===== src/rtl/traffic_controller.sv =====
// Four-way junction phase sequencer: timed greens on an external tick, all-red clearance,
// round-robin lane selection that skips empty lanes, and an emergency all-red override.
module traffic_controller #(
  parameter int unsigned CNT_W        = 8,
  parameter int unsigned GREEN_TIME   = 20,
  parameter int unsigned YELLOW_TIME  = 4,
  parameter int unsigned ALL_RED_TIME = 2
) (
  input  logic             clk_i,
  input  logic             rst_i,
  input  logic             tick_i,
  input  logic [3:0]       car_present_i,
  input  logic             emergency_i,
  output logic [3:0]       state_o,
  output logic             almost_done_o,
  output logic [CNT_W-1:0] remaining_o
);

  if (GREEN_TIME < 2 || (GREEN_TIME >> CNT_W) != 0 || YELLOW_TIME < 1 ||
      YELLOW_TIME >= GREEN_TIME || ALL_RED_TIME < 1 || (ALL_RED_TIME >> CNT_W) != 0)
  begin : gen_bad_params
    $error("traffic_controller: parameter out of range");
  end

  localparam logic [CNT_W-1:0] GreenCnt  = CNT_W'(GREEN_TIME);
  localparam logic [CNT_W-1:0] YellowCnt = CNT_W'(YELLOW_TIME);
  localparam logic [CNT_W-1:0] RedCnt    = CNT_W'(ALL_RED_TIME);
  localparam logic [CNT_W-1:0] OneCnt    = CNT_W'(1);

  typedef enum logic [1:0] {StAllRed, StGreen, StEmerg} fsm_e;

  fsm_e             fsm_q;
  logic [3:0]       state_q;
  logic             almost_done_q;
  logic [CNT_W-1:0] remaining_q;
  logic [1:0]       last_lane_q;  // 0 = L1 .. 3 = L4
  logic [1:0]       next_lane;
  logic [CNT_W-1:0] remaining_dec;

  assign remaining_dec = remaining_q - OneCnt;

  // Descending scan so the nearest lane after last_lane_q wins; k=4 wraps to last_lane_q.
  always_comb begin
    next_lane = last_lane_q + 2'd1;
    for (int k = 4; k >= 1; k--) begin
      if (car_present_i[last_lane_q + 2'(k)]) begin
        next_lane = last_lane_q + 2'(k);
      end
    end
  end

  always_ff @(posedge clk_i or posedge rst_i) begin
    if (rst_i) begin
      fsm_q         <= StAllRed;
      state_q       <= 4'b0000;
      almost_done_q <= 1'b0;
      remaining_q   <= RedCnt;
      last_lane_q   <= 2'd3;
    end else if (emergency_i) begin
      fsm_q         <= StEmerg;
      state_q       <= 4'b0000;
      almost_done_q <= 1'b0;
      remaining_q   <= '0;
    end else begin
      unique case (fsm_q)
        StEmerg: begin
          fsm_q       <= StAllRed;
          remaining_q <= RedCnt;
        end
        StAllRed: begin
          if (tick_i) begin
            if (remaining_q == OneCnt) begin
              fsm_q         <= StGreen;
              state_q       <= 4'b0001 << next_lane;
              remaining_q   <= GreenCnt;
              almost_done_q <= 1'b0;
              last_lane_q   <= next_lane;
            end else begin
              remaining_q <= remaining_dec;
            end
          end
        end
        StGreen: begin
          if (tick_i) begin
            if (remaining_q == OneCnt) begin
              fsm_q         <= StAllRed;
              state_q       <= 4'b0000;
              remaining_q   <= RedCnt;
              almost_done_q <= 1'b0;
            end else begin
              remaining_q   <= remaining_dec;
              almost_done_q <= (remaining_dec <= YellowCnt);
            end
          end
        end
        default: begin
          fsm_q       <= StAllRed;
          state_q     <= 4'b0000;
          remaining_q <= RedCnt;
        end
      endcase
    end
  end

  assign state_o       = state_q;
  assign almost_done_o = almost_done_q;
  assign remaining_o   = remaining_q;

endmodule

===== config.mk =====
export PLATFORM = sky130hd
export DESIGN_NAME = traffic_controller
export DESIGN_NICKNAME = d
export VERILOG_FILES = /design/src/rtl/traffic_controller.sv
export SDC_FILE = /design/constraint.sdc
export NUM_CORES = 1
export LEC_CHECK = 0
export CAP_MARGIN = 20
export CORE_ASPECT_RATIO = 2
export CORE_UTILIZATION = 40
export CTS_BUF_LIST = sky130_fd_sc_hd__clkbuf_16
export CTS_CLUSTER_SIZE = 16
export DETAILED_ROUTE_END_ITERATION = 7
export PLACE_DENSITY = 0.75
export SLEW_MARGIN = 10
export SYNTH_ARGS = -nofsm -noshare
export SYNTH_HDL_FRONTEND = slang
export SYNTH_SLANG_ARGS = --single-unit

===== constraint.sdc =====
create_clock -name clk_i -period 1.86 [get_ports clk_i]
set_input_delay 0.279 -clock clk_i [delete_from_list [all_inputs] [get_ports clk_i]]
set_output_delay 0.279 -clock clk_i [all_outputs]
set_load 0.1 [all_outputs]

Word-level counts from Yosys, hierarchy flattened

Cells that the tools add are included.
W data, S select, Z words.

Add/sub/neg operators: 4
$mul: 0
Divide/modulo/power cells: 0
$lt $le $gt $ge: 5
Eq/ne operators: 8
Shifts and indexed selects: 1
Multiplexer cells: 36
Bitwise gates (word level): 1
Reduce and logical (&&, ||, !) cells: 7

Operators with widths:

| kind                  | number |
|---|---|
| $mux W8               | 5 |
| $mux W4               | 5 |
| $mux W2               | 9 |
| $pmux W8 S2           | 1 |
| $lt A2 B3 Y1 const B  | 4 |
| $ne A3 B3 Y1 const B  | 4 |
| $pmux W4 S3           | 1 |
| $reduce_and A4 Y1     | 3 |
| $mux W1               | 9 |
| $bmux W1 S2           | 4 |
| $eq A8 B1 Y1 const B  | 1 |
| $le A8 B3 Y1 const B  | 1 |
| $sub A8 B1 Y8 const B | 1 |
| $reduce_and A5 Y1     | 1 |
| $add A2 B2 Y2 const B | 2 |
| $pmux W2 S2           | 1 |
| $shl A1 B2 Y4 const A | 1 |
| $reduce_bool A3 Y1    | 1 |
| $add A2 B1 Y2 const B | 1 |
| $eq A2 B1 Y1 const B  | 1 |
| $eq A2 B2 Y1 const B  | 1 |
| $logic_not A2 Y1      | 1 |
| $ne A2 B2 Y1 const B  | 1 |
| $pmux W1 S2           | 1 |
| other kinds (2)       | 2 |

Bits in registers: 17
Bits in latches: 0
Memory bits (writable): 0
Bits in read-only memories: 0
Output and inout port bits: 13
Word-level logic and storage cells: 67
Memories: 0

Logic depth before layout (Yosys ltp)

Depth after elaboration: 11
Gate-level depth with buffers: 6
Gate-level depth less buffers: 6

Least setup slack after synthesis

OpenSTA, ideal clock, no wires.

Kind: reg-to-reg
Start point: register remaining_q[2] (netlist: remaining_o[2])
End point: register almost_done_q (netlist: almost_done_o)
Setup time: 0.104 ns
Arrival time: 2.259 ns
Data required time: 1.756 ns
Setup slack: -0.502 ns
Cell stages (with the launch flop): 6
Buffers on the path: 1
Cell sequence: dfrtp_1 > buf_6 > nor3_1 > xor2_1 > or4b_1 > o41ai_2

Longest elaborated chain between the ends: 6
Elaborated cells on any way between the ends: 9
Classes of those cells: add/sub: 1; order compare: 1; eq/ne: 2; mux: 4; reduce/logical: 1

RTL lines:

| item                   | line | source |
|---|---|---|
| from (decl)            | 35   | `logic [CNT_W-1:0] remaining_q;` |
| from (signal assigned) | 57   | `remaining_q <= RedCnt;` |
| from (signal assigned) | 68   | `remaining_q <= RedCnt;` |
| from (signal assigned) | 75   | `remaining_q <= GreenCnt;` |
| $sub A8 B1 Y8          | 40   | `assign remaining_dec = remaining_q - OneCnt;` |
| $le A8 B3 Y1           | 92   | `almost_done_q <= (remaining_dec <= YellowCnt);` |
| $mux W1                | 85   | `if (remaining_q == OneCnt) begin` |
| $mux W1                | 84   | `if (tick_i) begin` |
| $pmux W1 S2            | 65   | `unique case (fsm_q)` |
| $mux W1                | 59   | `end else if (emergency_i) begin` |
| to (signal assigned)   | 92   |  |
| to (decl)              | 34   | `logic almost_done_q;` |

Parallel ways exist; a longest one is shown, timed or not. The select of a mux whose other input is x is not followed.
A chain may end at the register's enable or synchronous reset.

Final worst setup path

Start point: register remaining_q[1] (netlist: remaining_o[1])
End point: register state_q[2] (netlist: state_o[2])

Longest elaborated chain between the ends: 3
Elaborated cells on any way between the ends: 4
Classes of those cells: eq/ne: 3; reduce/logical: 1

RTL lines:

| item                                   | line   | source |
|---|---|---|
| $eq A8 B1 Y1 (*)                       | 72, 85 |  |
| $ne A3 B3 Y1 (no source line)          | -      |  |
| $reduce_and A5 Y1 (no source line) (*) | -      |  |
| to (signal assigned)                   | 74     | `state_q <= 4'b0001 << next_lane;` |
| to (decl)                              | 33     | `logic [3:0] state_q;` |

Mark *: on every way between the ends. The rest lies on a longest branch, timed or not.

==> results_dict.tcl <==
set metrics [dict create \
    outcome "complete, but fails checks" \
    violations "setup timing" \
    p_leak_nw 0.766 \
    syn_area_um2 1180 \
    yosysSeqAreaShare_pct 36.3 \
    final_nets 176 \
    vdd_drop_max_uv 563 \
    rows 27 \
    r2r_cells 6 \
    yosysTopAreaCell "dfrtp_1" \
    synth_top_area_share_pct 29.6 \
    yosys-top-cells-count "a21oi_1, dfrtp_1, inv_1, nand2_1, o21ai_0" \
    via_per_inst 5.99 \
    final_hold_viol_count 0 \
    setup_ws_ns -0.0133 \
    rsz0062_at_grt "true" \
    path_class "flip-flop to flip-flop" \
    tightest_slew_ns 0.490 \
    synth_edf_count 0 \
    dp.final_hpwl_um 2590 \
    io_buffers 20 \
    tns_ns -0.0264 \
    power_density_nw_per_um2 732 \
    clk_path_buf_depth 2 \
    synthesis.nets 135 \
    num_antenna_cells 0 \
    drive_gt1_share_pct 43.9 \
    die-width_um 40.4 \
    grt_pass1_vias 1239 \
    grt_max_degree 18 \
    syn_inst 124 \
    overflow 0 \
    drt-pass1-iter-count 4 \
    cts_buffers 3 \
    tritoncts "built" \
    wl_um 3510 \
    finalSetupViolCount 2 \
    ys_seq_elements 17 \
    synth.distinct_cells 54 \
    dieArea_um2 3190 \
    cp.arrival_ns 2.06 \
    cts-root-buf "clkbuf_16" \
    critPathSlowestCell "dfstp_4" \
    start_util_pct 42.7 \
    end_kind "flip-flop" \
    finalCritPeriodShare_pct 101 \
    path_cells "inv_6, ha_4, nor3b_4, nand4_1, nor4_4, a22o_1" \
    endpoint "state_o[2]" \
    r2r-end "state_o[2]" \
    worstSkewPairLatency_ns 0.25 \
    clk_transition_reported_paths_ns 0.05 \
    globalplace.congestion 0.969 \
    grt_usage_pct 25.9 \
    die_h_um 78.9 \
    ff2ff_setup_slack_ns -0.01 \
    antenna_found_initial 0 \
    wl_per_cell_um 18.2 \
    max_freq_mhz 534 \
    async_flop_share_pct 100 \
    drv_cap 0 \
    crit_required_ns 2.05 \
    maxSlewHeadroom_pct 67.1 \
    hold_slack_ns 0.343 \
    cts_max_level 1 \
    vias 1157 \
    ys_warn_count 0 \
    finalMaxSlewViolations 0 \
    drt_iter0_markers 42 \
    skew_ns 0.00270 \
    clock-sinks 17 \
    synthFlopType "dfrtp_1" \
    slowest_delay_ns 0.48 \
    area_delta_synth_final_pct 50.2 \
    startpoint_type "flip-flop" \
    drc 0 \
    ios 21 \
    cp_max_fo 6 \
    grt_pass1_wl_um 5620 \
    period_needed_ns 1.87 \
    hold_class "input pin to async pin" \
    worstReg2RegStart "remaining_o[1]" \
    syn-mean-instance-area_um2 9.54 \
    synthTopCellsByArea "dfrtp_1, dfstp_2, a21oi_1" \
    drt.antenna.violating_nets 0 \
    critPathLaunch "remaining_o[1]" \
    core_um2 2770 \
]
==> power breakdown <==
part / leakage [nW] / switching [mW] / internal, mW
logic: 0.514 / 0.235 / 0.183
registers: 0.211 / 0.0374 / 0.402
clock network: 0.0409 / 0.153 / 0.288
total: 0.766 / 0.426 / 0.874
==> worst min path at each step <==
stage               startpoint             end  slack, ns  cells after the start
floorplan                rst_i   almost_done_o       0.20                      1
global placement    state_o[3]      state_o[3]       0.49                      1
detailed placement  state_o[2]      state_o[2]       0.50                      1
CTS                      rst_i  remaining_o[3]       0.35                      3
global route             rst_i      state_o[0]       0.40                      3
finish                   rst_i      state_o[3]       0.34                      3
==> timing repair <==
action                     CTS  global route
setup buffers                0             2
setup endpoints to repair    5             7
pin swaps                    4             5
hold buffers                 0             0
gates resized for setup      8             4
gates cloned                 0             0
==> stage by stage <==
step / area [µm²] / setup slack (ns) / utilization [%] / std cells / power [mW]
after CTS: 1750 / -0.00914 / 63.2 / 191 / 1.29
after global routing: 1780 / -0.0475 / 64.1 / 193 / 1.36
after detailed placement: 1640 / -0.0852 / 59.1 / 187 / 0.832
after global placement: 1640 / -0.0421 / 59.1 / 187 / 0.818
after floorplan: 1240 / -0.133 / - / 124 / 0.695
final: 1780 / -0.0133 / 64.1 / 193 / 1.30
==> layout by cell type, fill, tap and decap left out, drive strengths merged, types with 2 or more instances in the layout <==
master,count
clkinv,2
nand2,7
xor2,2
a211o,2
a311oi,2
clkdlybuf4s50,7
or2,2
dfrtp,14
buf,36
dfstp,3
o31a,2
clkbuf,3
nor3,5
nor2,5
or4,2
nand2b,3
ha,3
inv,7
and3,2
nor4,2
or3b,2
o21ai,7
a22o,4
a21oi,14
nor2b,2
==> sequential cells by signal, summed over array words and instances, names as in the netlist <==
register and cells:
state_o 4, last_lane_q 2, fsm_q 2, remaining_o 8
almost_done_o 1
==> cells by family after synthesis <==
logic type                 synth area share (%)
buffers and inverters                      7.94
AOI/OAI and AO/OA                          26.7
DFF                                        36.3
adders and majority gates                  3.17
xor gates and xnor gates                   2.22
muxes                                     0.847
and+or+nand+nor                            22.9
==> worst max-delay path, delay by kind of cell, from the launching register on <==
family          cells  cell delay [ns]
flops               1             0.48
buf+inv             1             0.07
compound gates      1             0.20
fa+ha+maj           1             0.13
simple gates        3             0.91
==> per-layer routing <==
layer | global-route usage [%] | vias up | wire (µm) | share of wire [%]
li1 | - | 538 | - | -
met1 | 26.0 | 567 | 1250 | 36
met2 | 45.9 | 37 | 1970 | 56
met3 | 3.91 | 15 | 107 | 3.1
met4 | 13.7 | 0 | 176 | 5.0
met5 | 0 | - | 0 | 0
==> final cells by class <==
class	instances	area [µm²]
Timing Repair Buffer	43	444
Inverter	8	37.5
Multi-Input combinational cell	92	726
Fill cell	223	995
Sequential cell	17	452
Tap cell	29	36.3
Clock buffer	3	75.1
Clock inverter	1	5.00
Note: power is estimated with default switching activity, not from simulation.
==> RTL edit: new RTL, same flow settings <==
Put one more register stage on the output `remaining_o`, cleared by the reset. The value now appears one clock later. The other outputs are not delayed to match.
--- a/src/rtl/traffic_controller.sv
+++ b/src/rtl/traffic_controller.sv
@@ -105,5 +105,11 @@
   assign state_o       = state_q;
   assign almost_done_o = almost_done_q;
-  assign remaining_o   = remaining_q;
+  always_ff @(posedge clk_i or posedge rst_i) begin
+    if (rst_i) begin
+      remaining_o <= '0;
+    end else begin
+      remaining_o <= remaining_q;
+    end
+  end
 
 endmodule
Formal check against the unedited RTL: not equivalent (a bounded check fails within 4 cycles, from zero or initial values and one cycle with rst_i high).
==> RTL edit against the original RTL <==
The run still ends with setup timing left; global-route usage is 1.7 points lower; setup slack worse by 96 ps; critical path type unchanged; largest power group is now sequential cells; total power is 15% higher; sequential cell count is 8 higher; final area is 1.9% lower; routed wire length is 1.6% lower; utilization is 4.9 points lower; area after synthesis is 3.4% higher.
==> RTL edit: results (changes against the original RTL) <==
[clocking]
root_buffer = clkbuf_16  ; unchanged
clk_latency_ps = 260
cts_hold_repair.buffers = 0  ; unchanged
cts_buffer_depth = 2  ; unchanged
cts.clk_slew.worst_paths_ps = 60
cts_buffers = 3  ; unchanged
htree_levels = 1  ; unchanged

[final_layout]
layout-drive-gt1-share = 0.393  ; was 0.439
antenna_cells = 0  ; unchanged
fillers = 255  ; was 223
fin_nets = 180  ; was 176

[worst_setup_path]
slowest_stage = or4_4  ; was dfstp_4
crit_arrival_ps = 2160  ; was 2060 ps
critPathTopFamily = simple AND/OR/NAND/NOR gates  ; unchanged
max_stage_delay_ps = 580  ; was 480 ps
crit_fanout = 6  ; unchanged

[sta]
max_slew_margin = 0.747  ; was 0.671
tns_ps = -624  ; was -26.4 ps
setup_violations = 10  ; was 2
clock-skew-final_ps = 5.36  ; was 2.70 ps
layout_setup_ws_ps = -109  ; was -13.3 ps

[logic_synthesis]
seq_area_frac_synth = 0.515  ; was 0.363
synth_cell_types = 37  ; was 54
synthArstFlopShare = 1.00  ; unchanged
synth_fp_nets = 132  ; was 135
netlist_top_cells_area = dfrtp_1 (45%), dfstp_2 (6.4%), a22o_1 (4.3%)  ; was dfrtp_1 (30%), dfstp_2 (6.7%), a21oi_1 (5.9%)
avgSynthCellArea_um2 = 10.1  ; was 9.54 µm²
synthTopCellsByCount = dfrtp_1 (22), nand2_1 (11), nor2_1 (10), o21ai_0 (10), inv_1 (8)  ; was a21oi_1 (14), dfrtp_1 (14), inv_1 (7), nand2_1 (7), o21ai_0 (7)
synth_warnings = 0  ; unchanged

[global_route]
grt_usage = 0.242  ; was 0.259
grt_use_met2 = 0.400  ; was 0.459
met3_usage = 0.0442  ; was 0.0391
grt_pass1_vias = 1180  ; was 1,239
antenna_found_initial = 0  ; unchanged
grt_pass1_wl_um = 5300  ; was 5620 µm
use_met1 = 0.232  ; was 0.260
grt_max_degree = 26  ; was 18

[detailed_routing]
drt_iter0_drc = 55  ; was 42
drtPass1Iterations = 7  ; was 4
via_per_inst = 5.71  ; was 5.99
finalWirelength_um = 3450  ; was 3510 µm
wl_per_cell_um = 17.4  ; was 18.2 µm

[placed_design]
port_buffers = 20  ; unchanged
hpwlAfterDp_um = 2430  ; was 2590 µm
place_congestion = 0.964  ; was 0.969
placedCellCount = 192  ; was 187

[worst_hold_path]
hold_class = primary input to asynchronous set/reset pin  ; unchanged

[power_and_ir_drop]
p_leak_nw = 0.840  ; was 0.766 nW
peakVddDrop_v = 0.000544  ; was 0.000563 V

[outcome]
violations = setup timing  ; unchanged
status = complete, but fails checks  ; unchanged

[flow_run]
max_cap_viol_count = 0  ; unchanged

==> RTL edit: metrics by stage <==
step / utilization / total power, mW / worst slack [ps] / area, µm²
after floorplan: - / 0.862 / -178 / 1230
after global placement: 0.543 / 0.981 / -125 / 1600
after detailed placement: 0.543 / 0.996 / -154 / 1600
after CTS: 0.585 / 1.48 / -94.6 / 1720
after global routing: 0.592 / 1.55 / -146 / 1740
final: 0.592 / 1.49 / -109 / 1740
==> RTL edit: what timing repair did <==
action                                  in CTS  in global routing
resized for setup                           10                  6
endpoints found under the setup margin      13                 13
pin swaps                                    2                  3
setup buffers                                1                  1
gates cloned                                 0                  0
==> RTL edit: cells by family (layout without fill, tap and decap cells) <==
kind of cell             after synthesis  in the layout  share of synthesized area
adder cells (fa/ha/maj)                3              3                     0.0307
AND/OR/NAND/NOR                       40             40                      0.173
AO/OA/AOI/OAI                         34             34                      0.189
XOR/XNOR                               5              5                     0.0358
buffers and inverters                 13             60                     0.0471
multiplexers                           1              1                    0.00921
flip-flops                            25             25                      0.515
==> RTL edit: path summary, 6_finish.rpt <==
check	startpoint	to	slack [ps]	depth (start not counted)
max	remaining_q[3]	state_o[0]	-110	5
min	rst_i	remaining_o[1]	380	3
max reg2reg	remaining_q[3]	state_o[0]	-110	5
min reg2reg	state_o[3]	state_o[3]	510	1
max in group asynchronous	rst_i	last_lane_q[1]	1190	3
min in group clk_i	state_o[3]	state_o[3]	510	1
==> RTL edit: layer usage <==
layer | wire, µm | vias to the layer above
li1 | - | 527
met3 | 125 | 17
met2 | 1950 | 46
met1 | 1150 | 541
met5 | 0 | -
met4 | 226 | 0
==> RTL edit: worst reg2reg max path: cells and delay by family, from the launching register on <==
family / cells / cell delay (ps)
flip-flops: 1 / 380
AND/OR/NAND/NOR: 4 / 1370
AO/OA/AOI/OAI: 1 / 150
==> RTL edit: where the power goes <==
part | switching (mW) | leakage [nW] | internal (mW) | total [mW]
clock | 0.186 | 0.0409 | 0.290 | 0.475
combinational | 0.240 | 0.470 | 0.158 | 0.398
sequential | 0.0285 | 0.329 | 0.587 | 0.616
total | 0.454 | 0.840 | 1.04 | 1.49
==> RTL edit: area by class of cell <==
type | count | area, µm² | area share
Multi-Input combinational cell | 83 | 582 | 0.334
Tap cell | 30 | 37.5 | 0.0216
Timing Repair Buffer | 48 | 382 | 0.219
Sequential cell | 25 | 631 | 0.362
Clock inverter | 1 | 5.00 | 0.00287
Inverter | 8 | 30.0 | 0.0172
Clock buffer | 3 | 75.1 | 0.0431
